==> src/rtl/pc_unit.sv <==
// pc_unit: IF-stage program counter with redirect buffering and a return-address stack.
// Optional misaligned-redirect filter enabled by defining PC_ALIGN_CHECK_EN.
module pc_unit #(
    parameter int PC_WIDTH = 32,
    parameter logic [PC_WIDTH-1:0] RESET_VECTOR = '0,
    parameter int PC_INC = 4,
    parameter int RAS_DEPTH = 4
) (
    input  logic                clk_i,
    input  logic                rst_i,
    input  logic                start_i,
    input  logic                hazard_pc_i,
    input  logic                redirect_valid_i,
    input  logic [PC_WIDTH-1:0] redirect_pc_i,
    input  logic                call_i,
    input  logic                ret_i,
    output logic [PC_WIDTH-1:0] pc_o,
    output logic                pc_valid_o,
    output logic                redirect_pending_o,
    output logic                ras_empty_o,
    output logic                ras_full_o
`ifdef PC_ALIGN_CHECK_EN
    ,
    output logic                misalign_o
`endif
);
    localparam int AW = $clog2(RAS_DEPTH);
    localparam int CW = AW + 1;

    typedef enum logic {IDLE, RUN} state_t;

    state_t              r_state, w_state_nxt;
    logic [PC_WIDTH-1:0] r_pc, r_pend_pc, w_pc_nxt, w_inc;
    logic                r_pend, w_adv, w_stall, w_redir, w_pop, w_full, w_empty;
    logic [AW-1:0]       r_top, w_top_inc;
    logic [CW-1:0]       r_cnt;
    logic [PC_WIDTH-1:0] r_ras [RAS_DEPTH];

`ifdef PC_ALIGN_CHECK_EN
    logic r_misalign, w_aligned;
    assign w_aligned = (redirect_pc_i & PC_WIDTH'(PC_INC - 1)) == '0;
    assign w_redir = redirect_valid_i && w_aligned;
    assign misalign_o = r_misalign;

    always_ff @(posedge clk_i) begin
        if (!rst_i) r_misalign <= 1'b0;
        else r_misalign <= (w_adv || w_stall) && redirect_valid_i && !w_aligned;
    end
`else
    assign w_redir = redirect_valid_i;
`endif

    always_comb begin
        w_state_nxt = start_i ? RUN : IDLE;
        w_adv = r_state == RUN && start_i && !hazard_pc_i;
        w_stall = r_state == RUN && hazard_pc_i;
        w_inc = r_pc + PC_WIDTH'(PC_INC);
        w_top_inc = r_top + AW'(1);
        w_full = r_cnt == CW'(RAS_DEPTH);
        w_empty = r_cnt == '0;
        // A winning redirect or buffered target suppresses the pop entirely.
        w_pop = ret_i && !w_empty && !w_redir && !r_pend;
        w_pc_nxt = w_redir ? redirect_pc_i : r_pend ? r_pend_pc : w_pop ? r_ras[r_top] : w_inc;
    end

    always_ff @(posedge clk_i) begin
        if (!rst_i) r_state <= IDLE;
        else r_state <= w_state_nxt;
    end

    always_ff @(posedge clk_i) begin
        if (!rst_i) begin
            r_pc      <= RESET_VECTOR;
            r_pend    <= 1'b0;
            r_pend_pc <= '0;
            r_top     <= '0;
            r_cnt     <= '0;
        end else begin
            if (w_adv) begin
                r_pc   <= w_pc_nxt;
                r_pend <= 1'b0;
            end else if (w_stall && w_redir) begin
                r_pend    <= 1'b1;
                r_pend_pc <= redirect_pc_i;
            end
            if (w_adv && call_i && !w_pop) begin
                r_top <= w_top_inc;
                if (!w_full) r_cnt <= r_cnt + CW'(1);
            end else if (w_adv && w_pop && !call_i) begin
                r_top <= r_top - AW'(1);
                r_cnt <= r_cnt - CW'(1);
            end
        end
    end

    // Call+ret overwrites the top in place; a plain push wraps over the oldest entry.
    always_ff @(posedge clk_i) begin
        if (rst_i && w_adv && call_i) r_ras[w_pop ? r_top : w_top_inc] <= w_inc;
    end

    assign pc_o = r_pc;
    assign pc_valid_o = r_state == RUN;
    assign redirect_pending_o = r_pend;
    assign ras_empty_o = w_empty;
    assign ras_full_o = w_full;
endmodule

==> config.mk <==
export PLATFORM = sky130hd
export DESIGN_NAME = pc_unit
export DESIGN_NICKNAME = d
export VERILOG_FILES = /design/src/rtl/pc_unit.sv
export SDC_FILE = /design/constraint.sdc
export NUM_CORES = 1
export LEC_CHECK = 0
export CAP_MARGIN = 20
export CORE_MARGIN = 4
export CORE_UTILIZATION = 50
export CTS_BUF_LIST = sky130_fd_sc_hd__clkbuf_8
export DETAILED_ROUTE_END_ITERATION = 7
export PLACE_DENSITY = 0.7
export SLEW_MARGIN = 40
export SYNTH_ARGS = -nofsm -noshare
export SYNTH_HDL_FRONTEND = slang
export SYNTH_SLANG_ARGS = --single-unit
==> constraint.sdc <==
create_clock -name clk_i -period 6.2 [get_ports clk_i]
set_clock_uncertainty 0.05 [all_clocks]
set_input_delay 0.93 -clock clk_i [delete_from_list [all_inputs] [get_ports clk_i]]
set_output_delay 0.93 -clock clk_i [all_outputs]
set_load 0.05 [all_outputs]
[After elaboration in Yosys (flattened, before gate mapping)]
Memories as Yosys holds them, arrays and structs flattened. A register that Yosys moved wholly into a read port is not among the register bits.
Index checks and enable logic that the tools add are counted.
Widths: inputs -> output; s select.
Storage, ports and cells
  memory bits (writable): 128
  bits of input ports: 39
  register bits: 71
  latch bits: 0
  output and inout bits: 36
  ROM bits: 0
  memories kept: 1
  word-level logic and storage cells: 54
Memories
  r_ras: words 4, width 32, read ports 1, clocked after Yosys merged registers in 1, wr ports 1, line 37  | logic [PC_WIDTH-1:0] r_ras [RAS_DEPTH];
Cells by class
  bitwise gates (word level): 2
  muxes and demuxes: 14
  order comparisons: 0
  div/mod/pow operators: 0
  add/subtract/negate cells: 5
  eq/ne operators: 2
  shift operators: 0
  multipliers: 0
  reduce and logical (&&, ||, !) cells: 24
Operator list (number)
  $mux 32: 3
  $add 32x3->32 const B: 1
  $logic_and 1x1->1: 13
  $mux 2: 5
  $mux 3: 3
  $logic_not 1->1: 6
  $reduce_and 2->1: 2
  $add 3x1->3 const B: 1
  $eq 3x3->1 const B: 1
  $logic_not 3->1: 1
  $mux 1: 3
  $sub 3x1->3 const B: 1
  $add 2x1->2 const B: 1
  $ne 2x2->1 const B: 1
  $not 1->1: 2
  $reduce_bool 2->1: 1
  $reduce_or 2->1: 1
  $sub 2x1->2 const B: 1

[Longest topological paths before layout]
Gate-level depths: netlist (run 1).
  word-level depth: 11
  mapped depth: 9
  depth with buffers taken out: 8

[Worst setup path before layout (run 1)]
OpenSTA, ideal clock, no wires.
  path type: input -> register
  from: input port hazard_pc_i
  to: memory r_ras[1][0] (enable)
  cell stages on the path: 5
  path slack: 0.703 ns
  path buffers: 2
  arrival: 4.945 ns
  cells stage by stage: and4b_1 clkbuf_1 clkbuf_1 nand2_1 nor4_1
On the way
  word-level cells in the longest chain between the ends: 6
Ends and longest elaborated chain
  start, declared: line 12  | input logic hazard_pc_i,
  $logic_not 1->1: line 55  | w_adv = r_state == RUN && start_i && !hazard_pc_i;
  $logic_and 1x1->1: line 55
  $logic_and 1x1->1 (2 in series): line 98  | if (rst_i && w_adv && call_i) r_ras[w_pop ? r_top : w_top_inc] <= w_inc;
  $mux 1 (2 in series): line 98
  end, declared: line 37
No other way between the ends.

[Final worst setup path (run 1)]
  from: register r_cnt[2]
  to: output port ras_full_o
On the way
  word-level cells in the longest chain between the ends: 1
Ends and longest elaborated chain
  start, declared: line 36  | logic [CW-1:0] r_cnt;
  start signal, assigned: line 88  | if (!w_full) r_cnt <= r_cnt + CW'(1);
  start signal, assigned: line 91  | r_cnt <= r_cnt - CW'(1);
  $eq 3x3->1: line 59  | w_full = r_cnt == CW'(RAS_DEPTH);
  end, declared: line 21  | output logic ras_full_o
No other way between the ends.

==> results of run 1 <==
[where the power goes]
part,internal (mW),switching [mW],total (mW)
logic,0.0655,0.0992,0.165
clock network,0.562,0.516,1.08
registers,1.43,0.0144,1.44
total,2.05,0.629,2.68
[worst min path at each step]
| stage | start | to | slack, ps | cells after the start |
|---|---|---|---|---|
| floorplan | r_pend_pc[8] | r_pend_pc[8] | 390 | 2 |
| global placement | r_pend_pc[7] | r_pend_pc[7] | 400 | 2 |
| detailed placement | r_pend_pc[2] | r_pend_pc[2] | 410 | 2 |
| CTS | r_pend_pc[16] | r_pend_pc[16] | 420 | 2 |
| global route | r_pend_pc[0] | r_pend_pc[0] | 430 | 2 |
| finish | r_pend_pc[16] | r_pend_pc[16] | 420 | 2 |
[metal layers]
| layer | global-route usage | part of all wire |
|---|---|---|
| met1 | 0.3089 | 0.41 |
| met5 | 0 | 0 |
| met3 | 0.04921 | 0.078 |
| met4 | 0.08822 | 0.023 |
| met2 | 0.3840 | 0.49 |
[cell type report]
type,instances,area [um2]
multi-input cells,456,3381
flip-flops and latches,201,5306
inverters,14,53.80
well taps,225,281.5
fillers,1393,6870
clock buffers,38,523.0
clock inverters,24,95.09
repair buffers,89,845.8
[worst min-delay path, stage by stage, from the launching register on]
cell	delay, ps
dfxtp_1	310
nand2_1	50
a21boi_0	60
[layout by cell type, fill, tap and decap left out, types with 5 or more instances in the layout]
master and instances:
edfxtp_1 128, nand2_1 103, dfxtp_1 72, clkdlybuf4s50_1 72
o21ai_0 41, clkbuf_8 38, a21boi_0 33, mux4_2 32
inv_1 29, a21oi_1 26, nor2_1 22, xnor2_1 20
buf_4 16, nand3_1 15, a221oi_1 13, nor3_1 11
xor2_1 10, and3_1 9, o31ai_1 9, a22o_1 8
and2_1 7, o21a_1 7, o31a_1 6, a31o_2 6
nand4_1 5, clkinv_2 5, a31oi_1 5, a211oi_1 5
[flip-flops by register name, indices dropped and copies added (netlist names), named ones only]
register            count
redirect_pending_o      1
r_cnt                   3
pc_o                   32
r_top                   2
pc_valid_o              1
r_ras                 128
r_pend_pc              32
[kinds of logic (layout without fill, tap and decap cells)]
logic type / count (synthesis) / count (layout) / share of synthesized area
DFF: 201 / 201 / 0.5973
muxes: 33 / 33 / 0.08227
buffers and inverters: 59 / 165 / 0.02620
adders and majority gates: 2 / 2 / 0.003662
AOI/OAI and AO/OA: 193 / 193 / 0.1519
xor gates and xnor gates: 30 / 30 / 0.02958
and+or+nand+nor: 198 / 198 / 0.1092
[per-stage QoR]
stage | util | total power, mW | cells | cell area [um2] | worst slack (ps)
after floorplan | - | 1.557 | 716 | 8882 | 702.9
after global placement | 0.5666 | 1.625 | 983 | 9834 | 2400
after detailed placement | 0.5681 | 1.630 | 984 | 9859 | 2340
after CTS | 0.6037 | 2.698 | 1046 | 10480 | 2864
after global routing | 0.6042 | 2.783 | 1047 | 10490 | 2999
final | 0.6042 | 2.682 | 1047 | 10490 | 3107
==> metrics.txt, run 1 <==
cell depth of the worst setup path 2; unrepaired setup endpoints after global routing no; H-tree levels 2; FP Rows between 40 and 50; post-synthesis sequential area ratio 0.5973; die height approximately 140 um; setup_tns 0 ps; Synth Flop Type edfxtp_1; routed vias about 6500; Worst slew margin 0.5276; Worst Reg-to-Reg Cells 5; synth top area cells edfxtp_1 (43%), dfxtp_1 (16%), mux4_2 (8.1%), nand2_1 (4.4%), a21boi_0 (2.8%); Ports between 70 and 80; CP Data Required Time around 5200 ps; Critical Path End Type output pin; minimum clock period 3093 ps; CTS tree built; yosys warns 0; Yosys reg bits 201; Max Cap Viol 0; status finished clean; Lkg Pwr between 3 and 4 nW; Critical Path AT roughly 2100 ps; Clk Tree Root Cell clkbuf_8; area leader, netlist edfxtp_1; CP Max Fanout 6; crit path to ras_full_o; drt drc 0; Core Box Area 17360 um2; Final #Nets around 840; Die W about 140 um; Slowest-stage cell, CP clkdlybuf4s50_1; worst-margin pin slew 703.1 ps; max incr delay on CP around 870 ps; kind of critical path reg2out; Synth top cells by count edfxtp_1 (128), nand2_1 (103), dfxtp_1 (73); VDD IR max ~0.16 mV; Unique masters post-synth 67; # clock sinks 201; CTS buffer count 35; Max Clk Rate 0.3233 GHz; DRT antenna net count 0; RR Startpoint pc_o[2]; Critical Path Start r_cnt[2]; register-to-register setup slack 3460 ps; Pwr Density approximately 260 nW/um2; Post-CTS Setup Bufs 0; initial core utilization 0.5118; Clock Tree Buf Depth 3; number of global-route vias before repair 6587; Synth Instances about 720; number of inserted diodes 0; initial antenna violation count 0; setup violators final 0; number of I/O port buffers 74; GRT Overall Usage 0.2341; max-slew violations 0; cell with the most instances after synthesis edfxtp_1; Via density about 6.2; number of enable flip-flop cells after synthesis 128; crit path buf inv count 1; hold crit path type reg2reg; Final Wtd Congestion 0.8582; worst hold margin between 400 and 500 ps; global-route wire length before repair between 30 and 40 mm; final WL approximately 23 mm; ys async rst share 0; post-synthesis net count 757; Final HPWL DP roughly 14 mm; crit share post-route 0.4989; DIE AREA between 15000 and 20000 um2; Initial DRC Count between 500 and 600; Clock Latency Late Sink around 510 ps; layout cell share with drive strength beyond 1 0.1411; Layout area overhead 18.06%; RR Endpoint r_ras[2][22]; Final Hold Fails 0; Reg clk slew, reported paths approximately 60 ps; Synth Cell Area approximately 8900 um2; Initial DRT Pass Iterations 5; GR Overflow Total 0; cts-stage hold buffer count 0; worst path cell trace nor3b_1 > clkdlybuf4s50_1; share of the synthesized area in the top cell type 0.4327; syn avg cell area ~12 um2; Worst setup SP type flip-flop; pin count of the biggest net entering global routing 61; cell class contributing the biggest share of worst-path delay buffers and inverters; wire length per cell about 22 um; post-cts gate resize count 0
No activity file was read; power rests on OpenSTA's default activity.
==> inputs of run 2 (changes only) <==
==> constraint.sdc (replaced) <==
create_clock -name clk_i -period 2.9 [get_ports clk_i]
set_clock_uncertainty 0.05 [all_clocks]
set_input_delay 0.435 -clock clk_i [delete_from_list [all_inputs] [get_ports clk_i]]
set_output_delay 0.435 -clock clk_i [all_outputs]
set_load 0.05 [all_outputs]
==> metrics.txt, run 2 (synthesized netlist as in run 1, its figures left out) <==
clock share of power 0.407 (was 0.402); Worst slew margin 0.4982 (was 0.5276); worst hold margin 314.6 ps (was 419.2 ps); Max Clk Rate ~0.37 GHz; Clock Tree Buf Depth 3 (unchanged); hold path start rst_i (was r_pend_pc[16]); Comb pwr share 0.063 (was 0.061); RR Endpoint pc_o[26] (was r_ras[2][22]); Final Wtd Congestion 0.8414 (was 0.8582); DRT antenna net count 0 (unchanged); unrepaired setup endpoints after global routing no (unchanged); Clk Tree Root Cell clkbuf_8 (unchanged); Post-CTS Setup Bufs 0 (unchanged); Worst Reg-to-Reg Cells 6 (was 5); status finished clean (unchanged); Max Cap Viol 0 (unchanged); initial core utilization 0.5118 (unchanged); Lkg Pwr 3.679 nW (was 3.555 nW); Hold EP r_pend_pc[30] (was r_pend_pc[16]); hold crit path type in2reg (was reg2reg); routed vias 6635 (was 6453); RR Startpoint pc_o[11] (was pc_o[2]); Largest register FFs 128 (unchanged); Core Box Area 17360 um2 (unchanged); layout cell share with drive strength beyond 1 0.1667 (was 0.1411); die height 141.3 um (unchanged); setup violators final 0 (unchanged); number of I/O port buffers 74 (unchanged); area of the multi-input gates 3383 um2 (was 3381 um2); Hold Crit Depth 2 (unchanged); Reg clk slew, reported paths 60 ps (about the same); initial antenna violation count 0 (unchanged); CP Max Fanout 6 (unchanged); final WL 23.92 mm (was 23.33 mm); FP Rows 48 (unchanged); post-cts gate resize count 0 (unchanged); Cell Int Power 4.398 mW (was 2.053 mW); wire length per cell 22.21 um (was 22.29 um); fin util 0.6203 (was 0.6042); number of inserted diodes 0 (unchanged); dpl ws 310.2 ps (was 2340 ps); Critical Path AT 2180 ps (was 2110 ps); cts-stage hold buffer count 0 (unchanged); Initial DRT Pass Iterations 5 (unchanged); number of global-route vias before repair 6592 (was 6587); Clock Latency Late Sink 520 ps (was 510 ps); # clock sinks 201 (unchanged); GRT Overall Usage 0.2421 (was 0.2341); register-to-register setup slack 640 ps (was 3460 ps); CP Data Required Time 2410 ps (was 5220 ps); max-slew violations 0 (unchanged); Ports 75 (unchanged); Final Hold Fails 0 (unchanged); commonest non-fill, non-tap cells in the layout edfxtp_1 (128), nand2_1 (103), dfxtp_1 (71), clkdlybuf4s50_1 (71), o21ai_0 (41) (was edfxtp_1 (128), nand2_1 (103), dfxtp_1 (72), clkdlybuf4s50_1 (72), o21ai_0 (41)); kind of critical path reg2out (unchanged); Reg power frac 0.529 (was 0.537); Initial DRC Count 685 (was 548); Final #Nets 865 (was 838); global-route wire length before repair 37.26 mm (was 36.34 mm); GR Overflow Total 0 (unchanged); setup_tns 0 ps (unchanged); commonest non-fill, non-tap cell in the layout edfxtp_1 (unchanged); DIE AREA 19960 um2 (unchanged); Layout area overhead 21.21% (was 18.06%); Final HPWL DP 16.07 mm (was 14.01 mm); Critical Path Start r_cnt[2] (unchanged); Die W 141.3 um (unchanged); CTS buffer count 36 (was 35); worst-margin pin slew 750.6 ps (was 703.1 ps); Critical Path End Type output pin (unchanged); Worst setup SP type flip-flop (unchanged); crit share post-route 0.9201; pin count of the biggest net entering global routing 28 (was 61); drt drc 0 (unchanged); CTS tree built (unchanged); H-tree levels 2 (unchanged); Sequential Area 5310 um2 (was 5306 um2); final worst slack 231.8 ps (was 3107 ps); Sw Pwr 1.413 mW (was 629.3 uW); FILL cells 1318 (was 1393); minimum clock period ~2700 ps; VDD IR max 0.3960 mV (was 0.1570 mV); Final Power 5.811 mW (was 2.682 mW); largest reg by FF count r_ras (unchanged); Sw Ratio 0.2431 (was 0.2346); Via density 6.161 (was 6.163); Pwr Density 539.7 nW/um2 (was 255.8 nW/um2)
==> run 2: cell types whose count changed in the layout (fill, tap and decap cells not counted), moves of 2 or more <==
| cell | previous run | this run |
|---|---|---|
| clkinv_1 | 4 | 15 |
| buf_4 | 16 | 37 |
| clkinv_2 | 5 | 1 |
| buf_12 | 0 | 5 |
| nor4_2 | 3 | 1 |
| inv_1 | 29 | 23 |
| nor4_4 | 2 | 4 |
==> run 2: per-layer routing <==
layer / vias up / GRT usage / part of all wire
li1: 2966 / - / -
met2: 340 / 0.3873 / 0.47
met1: 3284 / 0.3271 / 0.41
met4: 0 / 0.1005 / 0.029
met3: 45 / 0.04651 / 0.087
met5: - / 0 / 0
==> run 2: stage by stage <==
step	std cells	instance area, um2
3_5_place_dp	1011	10130
6_report	1077	10770
2_1_floorplan	716	8924
4_1_cts	1077	10770
3_3_place_gp	1011	10130
5_1_grt	1077	10770
==> run 2: power by group through the flow <==
stage                     combinational, mW  clock (mW)  sequential [mW]
after global routing                  0.393        2.56             3.08
after global placement                0.356           0             3.13
after detailed placement              0.364           0             3.14
final                                 0.369        2.37             3.08
after floorplan                       0.164           0             3.17
after CTS                             0.367        2.42             3.08
==> run 2: worst max-delay path by stage <==
stage | to
after floorplan | r_ras[1][0]
after global placement | r_ras[2][21]
after detailed placement | r_ras[2][21]
after CTS | ras_full_o
after global routing | ras_full_o
final | ras_full_o
==> run 2: worst max-delay path, stage by stage, from the launching register on <==
cell and delay, ps:
dfxtp_1 430, nor3b_1 360, clkdlybuf4s50_1 880
==> run 2: cell type report <==
type                            instances  share of cell area
Tap cell                              225             0.02615
Inverter                               14            0.004881
Clock buffer                           37             0.04730
Timing Repair Buffer                  115              0.1020
Multi-Input combinational cell        456              0.3142
Clock inverter                         29             0.01220
Sequential cell                       201              0.4932
